**config.mk**
```make
export PLATFORM = sky130hd
export DESIGN_NAME = vga_fb_arbiter_flat
export DESIGN_NICKNAME = d
export VERILOG_FILES = /design/src/rtl/vga_fb_arbiter_if.sv /design/src/rtl/vga_fb_arbiter.sv /design/src/flat_wrapper.sv
export SDC_FILE = /design/constraint.sdc
export NUM_CORES = 1
export LEC_CHECK = 0
export ABC_AREA = 1
export BUFFER_PORTS_ARGS = -buffer_cell sky130_fd_sc_hd__buf_4
export CORE_MARGIN = 5
export CORE_UTILIZATION = 40
export CTS_CLUSTER_SIZE = 40
export DETAILED_ROUTE_END_ITERATION = 10
export PLACE_DENSITY = 0.68
export SYNTH_ARGS = -nofsm -noshare
export SYNTH_HDL_FRONTEND = slang
export SYNTH_SLANG_ARGS = --single-unit
```
**constraint.sdc**
```tcl
create_clock -name i_clk -period 4 [get_ports i_clk]
set_input_delay 0.2 -clock i_clk [delete_from_list [all_inputs] [get_ports i_clk]]
set_output_delay 0.2 -clock i_clk [all_outputs]
set_load 0.05 [all_outputs]
```
**src/rtl/vga_fb_arbiter_if.sv**
```systemverilog
// Bundle between the VGA timing generator, the two write requesters, the framebuffer RAM and the arbiter.
// master: the surrounding system (drives i_*); slave: the arbiter (drives o_*).
interface vga_fb_arbiter_if #(
    parameter int AW = 15,
    parameter int DW = 9
);
    logic          i_active;
    logic          i_screenend;
    logic [10:0]   i_x;
    logic [9:0]    i_y;
    logic          i_req0;
    logic          i_req1;
    logic [AW-1:0] i_addr0;
    logic [AW-1:0] i_addr1;
    logic [DW-1:0] i_data0;
    logic [DW-1:0] i_data1;
    logic          o_ack0;
    logic          o_ack1;
    logic [AW-1:0] o_mem_addr;
    logic [DW-1:0] o_mem_wdata;
    logic          o_mem_we;
    logic [DW-1:0] i_mem_rdata;
    logic [DW-1:0] o_rgb;
    logic [15:0]   o_frame;
    logic          o_frame_irq;
    logic          o_err;

    modport master (
        output i_active, i_screenend, i_x, i_y,
        output i_req0, i_req1, i_addr0, i_addr1, i_data0, i_data1,
        output i_mem_rdata,
        input  o_ack0, o_ack1, o_mem_addr, o_mem_wdata, o_mem_we,
        input  o_rgb, o_frame, o_frame_irq, o_err
    );

    modport slave (
        input  i_active, i_screenend, i_x, i_y,
        input  i_req0, i_req1, i_addr0, i_addr1, i_data0, i_data1,
        input  i_mem_rdata,
        output o_ack0, o_ack1, o_mem_addr, o_mem_wdata, o_mem_we,
        output o_rgb, o_frame, o_frame_irq, o_err
    );
endinterface

```
**src/rtl/vga_fb_arbiter.sv**
```systemverilog
// Shares one single-port framebuffer RAM between VGA pixel fetch and two round-robin blanking-time writers.
// Latency: pixel 2 cycles (x/y to o_rgb); write ack 1 cycle after IDLE sample, later if active video intervenes.
// Backpressure: active video stalls a granted write (held in WRITE, no ack); requesters hold until ack.
module vga_fb_arbiter #(
    parameter int FB_W  = 200,
    parameter int FB_H  = 150,
    parameter int SHIFT = 2,
    parameter int AW    = 15,
    parameter int DW    = 9
) (
    input  logic            i_clk,
    input  logic            i_rst_n,
    vga_fb_arbiter_if.slave bus
);
    localparam int FB_SIZE = FB_W * FB_H;

    typedef enum logic {
        S_IDLE,
        S_WRITE
    } state_t;

    state_t        r_state;
    logic [AW-1:0] r_addr;
    logic [DW-1:0] r_data;
    logic          r_id;
    logic          r_last;
    logic          r_err;
    logic          r_act_d1;
    logic [DW-1:0] r_rgb;
    logic [15:0]   r_frame;
    logic          r_irq;

    logic [AW-1:0] w_x_fb;
    logic [AW-1:0] w_y_fb;
    logic [AW-1:0] w_fetch_addr;
    logic          w_req_any;
    logic          w_grant;
    logic          w_write_go;
    logic          w_in_range;

    assign w_x_fb       = AW'(bus.i_x >> SHIFT);
    assign w_y_fb       = AW'(bus.i_y >> SHIFT);
    assign w_fetch_addr = (w_y_fb * AW'(FB_W)) + w_x_fb;

    // On a tie the requester that did not write last wins.
    assign w_req_any  = bus.i_req0 | bus.i_req1;
    assign w_grant    = (bus.i_req0 & bus.i_req1) ? ~r_last : bus.i_req1;
    assign w_write_go = (r_state == S_WRITE) && !bus.i_active;
    assign w_in_range = (int'(r_addr) < FB_SIZE);

    always_ff @(posedge i_clk or negedge i_rst_n) begin
        if (!i_rst_n) begin
            r_state <= S_IDLE;
            r_addr  <= '0;
            r_data  <= '0;
            r_id    <= 1'b0;
            r_last  <= 1'b1;
            r_err   <= 1'b0;
        end else begin
            case (r_state)
                S_IDLE: begin
                    if (!bus.i_active && w_req_any) begin
                        r_addr  <= w_grant ? bus.i_addr1 : bus.i_addr0;
                        r_data  <= w_grant ? bus.i_data1 : bus.i_data0;
                        r_id    <= w_grant;
                        r_state <= S_WRITE;
                    end
                end
                S_WRITE: begin
                    // Out-of-range writes still complete so the requester is released.
                    if (!bus.i_active) begin
                        r_last  <= r_id;
                        r_state <= S_IDLE;
                        if (!w_in_range) begin
                            r_err <= 1'b1;
                        end
                    end
                end
                default: r_state <= S_IDLE;
            endcase
        end
    end

    always_ff @(posedge i_clk or negedge i_rst_n) begin
        if (!i_rst_n) begin
            r_act_d1 <= 1'b0;
            r_rgb    <= '0;
            r_frame  <= '0;
            r_irq    <= 1'b0;
        end else begin
            r_act_d1 <= bus.i_active;
            r_rgb    <= r_act_d1 ? bus.i_mem_rdata : '0;
            r_irq    <= bus.i_screenend;
            if (bus.i_screenend) begin
                r_frame <= r_frame + 16'd1;
            end
        end
    end

    // Active video owns the RAM port regardless of writer state.
    assign bus.o_mem_addr  = bus.i_active ? w_fetch_addr : r_addr;
    assign bus.o_mem_wdata = r_data;
    assign bus.o_mem_we    = w_write_go && w_in_range;
    assign bus.o_ack0      = w_write_go && !r_id;
    assign bus.o_ack1      = w_write_go && r_id;
    assign bus.o_rgb       = r_rgb;
    assign bus.o_frame     = r_frame;
    assign bus.o_frame_irq = r_irq;
    assign bus.o_err       = r_err;
endmodule
```
**src/flat_wrapper.sv**
```systemverilog
// flat-port wrapper written by rule: the top's interface ports become plain ports
module vga_fb_arbiter_flat 
#(
    parameter int FB_W  = 200,
    parameter int FB_H  = 150,
    parameter int SHIFT = 2,
    parameter int AW    = 15,
    parameter int DW    = 9
)
  (i_clk, i_rst_n, bus_i_active, bus_i_screenend, bus_i_x, bus_i_y, bus_i_req0, bus_i_req1, bus_i_addr0, bus_i_addr1, bus_i_data0, bus_i_data1, bus_i_mem_rdata, bus_o_ack0, bus_o_ack1, bus_o_mem_addr, bus_o_mem_wdata, bus_o_mem_we, bus_o_rgb, bus_o_frame, bus_o_frame_irq, bus_o_err);
  vga_fb_arbiter_if #(.AW(AW), .DW(DW)) bus_i ();
  input  logic i_clk;
  input  logic i_rst_n;
  input wire logic [$bits(bus_i.i_active)-1:0] bus_i_active;
  input wire logic [$bits(bus_i.i_screenend)-1:0] bus_i_screenend;
  input wire logic [$bits(bus_i.i_x)-1:0] bus_i_x;
  input wire logic [$bits(bus_i.i_y)-1:0] bus_i_y;
  input wire logic [$bits(bus_i.i_req0)-1:0] bus_i_req0;
  input wire logic [$bits(bus_i.i_req1)-1:0] bus_i_req1;
  input wire logic [$bits(bus_i.i_addr0)-1:0] bus_i_addr0;
  input wire logic [$bits(bus_i.i_addr1)-1:0] bus_i_addr1;
  input wire logic [$bits(bus_i.i_data0)-1:0] bus_i_data0;
  input wire logic [$bits(bus_i.i_data1)-1:0] bus_i_data1;
  input wire logic [$bits(bus_i.i_mem_rdata)-1:0] bus_i_mem_rdata;
  output wire logic [$bits(bus_i.o_ack0)-1:0] bus_o_ack0;
  output wire logic [$bits(bus_i.o_ack1)-1:0] bus_o_ack1;
  output wire logic [$bits(bus_i.o_mem_addr)-1:0] bus_o_mem_addr;
  output wire logic [$bits(bus_i.o_mem_wdata)-1:0] bus_o_mem_wdata;
  output wire logic [$bits(bus_i.o_mem_we)-1:0] bus_o_mem_we;
  output wire logic [$bits(bus_i.o_rgb)-1:0] bus_o_rgb;
  output wire logic [$bits(bus_i.o_frame)-1:0] bus_o_frame;
  output wire logic [$bits(bus_i.o_frame_irq)-1:0] bus_o_frame_irq;
  output wire logic [$bits(bus_i.o_err)-1:0] bus_o_err;
  assign bus_i.i_active = bus_i_active;
  assign bus_i.i_screenend = bus_i_screenend;
  assign bus_i.i_x = bus_i_x;
  assign bus_i.i_y = bus_i_y;
  assign bus_i.i_req0 = bus_i_req0;
  assign bus_i.i_req1 = bus_i_req1;
  assign bus_i.i_addr0 = bus_i_addr0;
  assign bus_i.i_addr1 = bus_i_addr1;
  assign bus_i.i_data0 = bus_i_data0;
  assign bus_i.i_data1 = bus_i_data1;
  assign bus_i.i_mem_rdata = bus_i_mem_rdata;
  assign bus_o_ack0 = bus_i.o_ack0;
  assign bus_o_ack1 = bus_i.o_ack1;
  assign bus_o_mem_addr = bus_i.o_mem_addr;
  assign bus_o_mem_wdata = bus_i.o_mem_wdata;
  assign bus_o_mem_we = bus_i.o_mem_we;
  assign bus_o_rgb = bus_i.o_rgb;
  assign bus_o_frame = bus_i.o_frame;
  assign bus_o_frame_irq = bus_i.o_frame_irq;
  assign bus_o_err = bus_i.o_err;
  vga_fb_arbiter #(.FB_W(FB_W), .FB_H(FB_H), .SHIFT(SHIFT), .AW(AW), .DW(DW)) u_core (.i_clk(i_clk), .i_rst_n(i_rst_n), .bus(bus_i));
endmodule
```
==> metrics <==
Seq pwr share=0.304; GP Congestion=about 0.8; crit-path max FO=4; Switch Pwr=1.22 mW; leak pwr=roughly 2.7 nW; clk root buf=clkbuf_8; Tot GR Track Use=0.174; outcome=finished clean; Post-Synth Simple-Gate Area=0.217; vias per inst=approximately 4.8; slowest stage delay, CP=approximately 0.53 ns; initial DRC count=~140; grt total ovfl=0; via count=3271; Syn-to-layout area delta=34.3%; post-layout net count=699; utilization of the core after routing=0.552; unrepaired setup endpoints after global routing=false; Gate power share=0.528; Synth Net Count=about 570; Core ar.=around 9000 um^2; yosys warns=0; peak supply drop=~540 uV; minimum clock period=about 3.5 ns; Synth Instances=~450; #FFs+latches synth=55; Reg clk slew, reported paths=around 0.1 ns; xor/xnor cell area share of the yosys netlist=0.0555; compound-gate portion of the synthesized area=0.125; # rows=34; most common cell after layout, fill and taps aside=buf_4; crit start category=primary input; met2 Track Usage GR=0.289; Arr. time, crit path=between 3 and 4 ns; worst path cell trace=buf_4 > ha_1 > ha_1 > ha_1 > inv_1 > fa_1 > inv_1 > ha_1 > a21oi_1 > o21ai_0 > a21oi_1 > xor2_1 > o21ai_0 > buf_4; Most common cell on crit path=ha_1; largest net degree at the start of global routing=56; dpl hpwl=between 7000 and 8000 um; initial antenna violation count=0; synth unique cells=34; multiplexer share of the synthesized area=0; met1 usage=0.214; worst-case clock buffer depth=2; die width=~100 um; CTS Sinks=55; met3 Resource Use GR=0.0678; CTS resizes=0; max-slew violations=0; Setup CP Type=in2out; Setup Viol. Count Final=0; first-pass GRT wire length=16000 um; final WL=9490 um; Period Utilization, post-route=0.882; Pre-Repair DR Iteration Count=4; Peak Freq=about 280 MHz; CTS HTree Levels=2; Routed Antenna Nets=0; CTS Buf Count=5; most frequent cells in the layout=buf_4, nand2_1, inv_1; TritonCTS clock tree=yes; clock group share of total power=0.167; crit path capture type=primary output; io pins=about 140; worst skew pair latency=between 0.3 and 0.4 ns; hold buffer count at cts=1; Initial Util=0.411; Slew @ Worst Pin=~0.7 ns; share of cells above drive strength 1=0.285; P_int=between 1 and 1.5 mW; Die Area=between 10000 and 15000 um^2; FILL cells=820; vias in the first global route=~3400; slowest library cell on the worst path=fa_1; Power Dens Cells=about 540 nW/um^2; net switching fraction of the power=0.465; largest family of logic cells by synthesized area=simple AND/OR/NAND/NOR gates; Critical Path RT=between 3 and 4 ns; Post-CTS Setup Bufs=0; worst clock skew=a little over 0.009 ns; worst min path class=in2reg; setup_tns=0 ns; drt drc=0; Die H=~100 um; Max-slew headroom=0.537; # diodes=0; Syn Area/Cell=8.05 um^2; Hold WS=roughly 0.039 ns; layer with the highest usage=met2; max_cap viols=0; Synth Area in Adders=0.137; Port-buffer cells=133; final hold viol count=0; post-synth design cell area=about 3600 um^2; routed len/inst=about 14 um; register area share after synthesis=0.382
==> worst max-delay path, delay by kind of cell <==
| family | cells | cell delay [ns] |
|---|---|---|
| xor+xnor | 1 | 0.11 |
| fa+ha+maj | 5 | 1.71 |
| buf+inv | 4 | 0.49 |
| compound gates | 4 | 0.81 |
==> synthesized netlist by cell type (all sizes together) <==
cell type / number / area [um^2]
nand2: 97 / 379
inv: 66 / 248
o21ai: 56 / 284
dfrtp: 54 / 1350
nor2: 46 / 208
ha: 33 / 413
nand3: 18 / 105
xor2: 14 / 123
a21oi: 11 / 55.1
o22ai: 10 / 62.6
xnor2: 8 / 77.6
buf: 6 / 30.0
clkbuf: 6 / 22.5
nand4: 6 / 43.8
fa: 4 / 80.1
a31oi: 3 / 18.8
nand3b: 2 / 15.0
nor3: 2 / 26.3
o21bai: 2 / 15.0
a21o: 1 / 7.51
dfstp: 1 / 26.3
o21a: 1 / 7.51
or2: 1 / 6.26
==> power groups by stage <==
stage	clock network (mW)	logic [mW]	registers [mW]
2_1_floorplan	0	0.726	1.05
3_3_place_gp	0	1.38	0.800
3_5_place_dp	0	1.39	0.806
4_1_cts	0.447	1.40	0.799
5_1_grt	0.477	1.51	0.817
6_report	0.439	1.38	0.797
==> flip-flops by register name (all words and copies together), names as in the netlist <==
register	count
u_core.r_id	1
u_core.bus.o_frame	16
u_core.r_act_d1	1
u_core.r_last	1
u_core.bus.o_err	1
u_core.bus.o_rgb	9
u_core.r_addr	15
u_core.bus.o_mem_wdata	9
u_core.r_state	1
u_core.bus.o_frame_irq	1
==> logic make-up after synthesis <==
| family | Yosys count |
|---|---|
| simple gates | 172 |
| buf+inv | 78 |
| xor+xnor | 22 |
| fa+ha+maj | 37 |
| flops | 55 |
| compound gates | 84 |
==> path summary, 6_finish.rpt <==
check                                      start                   endpoint  slack, ns  cells past startpoint
worst max-delay path                  bus_i_y[3]          bus_o_mem_addr[9]       0.47                     14
worst min-delay path             bus_i_screenend     u_core.bus.o_frame_irq       0.04                      1
worst max register to register     u_core.r_last           u_core.r_addr[0]       2.22                      6
worst min register to register  u_core.bus.o_err           u_core.bus.o_err       0.48                      1
max in group asynchronous                i_rst_n  u_core.bus.o_mem_wdata[3]       3.07                      2
min in group asynchronous                i_rst_n      u_core.bus.o_frame[5]       0.48                      2
==> cell type report <==
cell class | count | area (um^2) | share of cell area
clock buffer | 5 | 68.8 | 0.0142
clock inverter | 3 | 67.6 | 0.0140
inverter | 66 | 248 | 0.0512
multi-input combinational | 315 | 1930 | 0.398
sequential | 55 | 1380 | 0.285
tap | 108 | 135 | 0.0279
timing repair buffer | 135 | 1020 | 0.210
==> through the flow <==
step | instances | power [mW] | setup slack [ns] | cell area [um^2]
6_report | 687 | 2.62 | 0.470 | 4840
4_1_cts | 687 | 2.64 | 0.463 | 4840
3_5_place_dp | 678 | 2.20 | 0.470 | 4690
5_1_grt | 687 | 2.81 | 0.276 | 4840
2_1_floorplan | 448 | 1.78 | 0.231 | 3600
3_3_place_gp | 678 | 2.18 | 0.558 | 4690
==> layer usage <==
layer | wire (um) | vias to the layer above
li1 | - | 1699
met1 | 4040 | 1473
met2 | 4440 | 93
met3 | 926 | 6
met4 | 85 | 0
met5 | 0 | -
No activity file was read; power rests on OpenSTA's default activity.
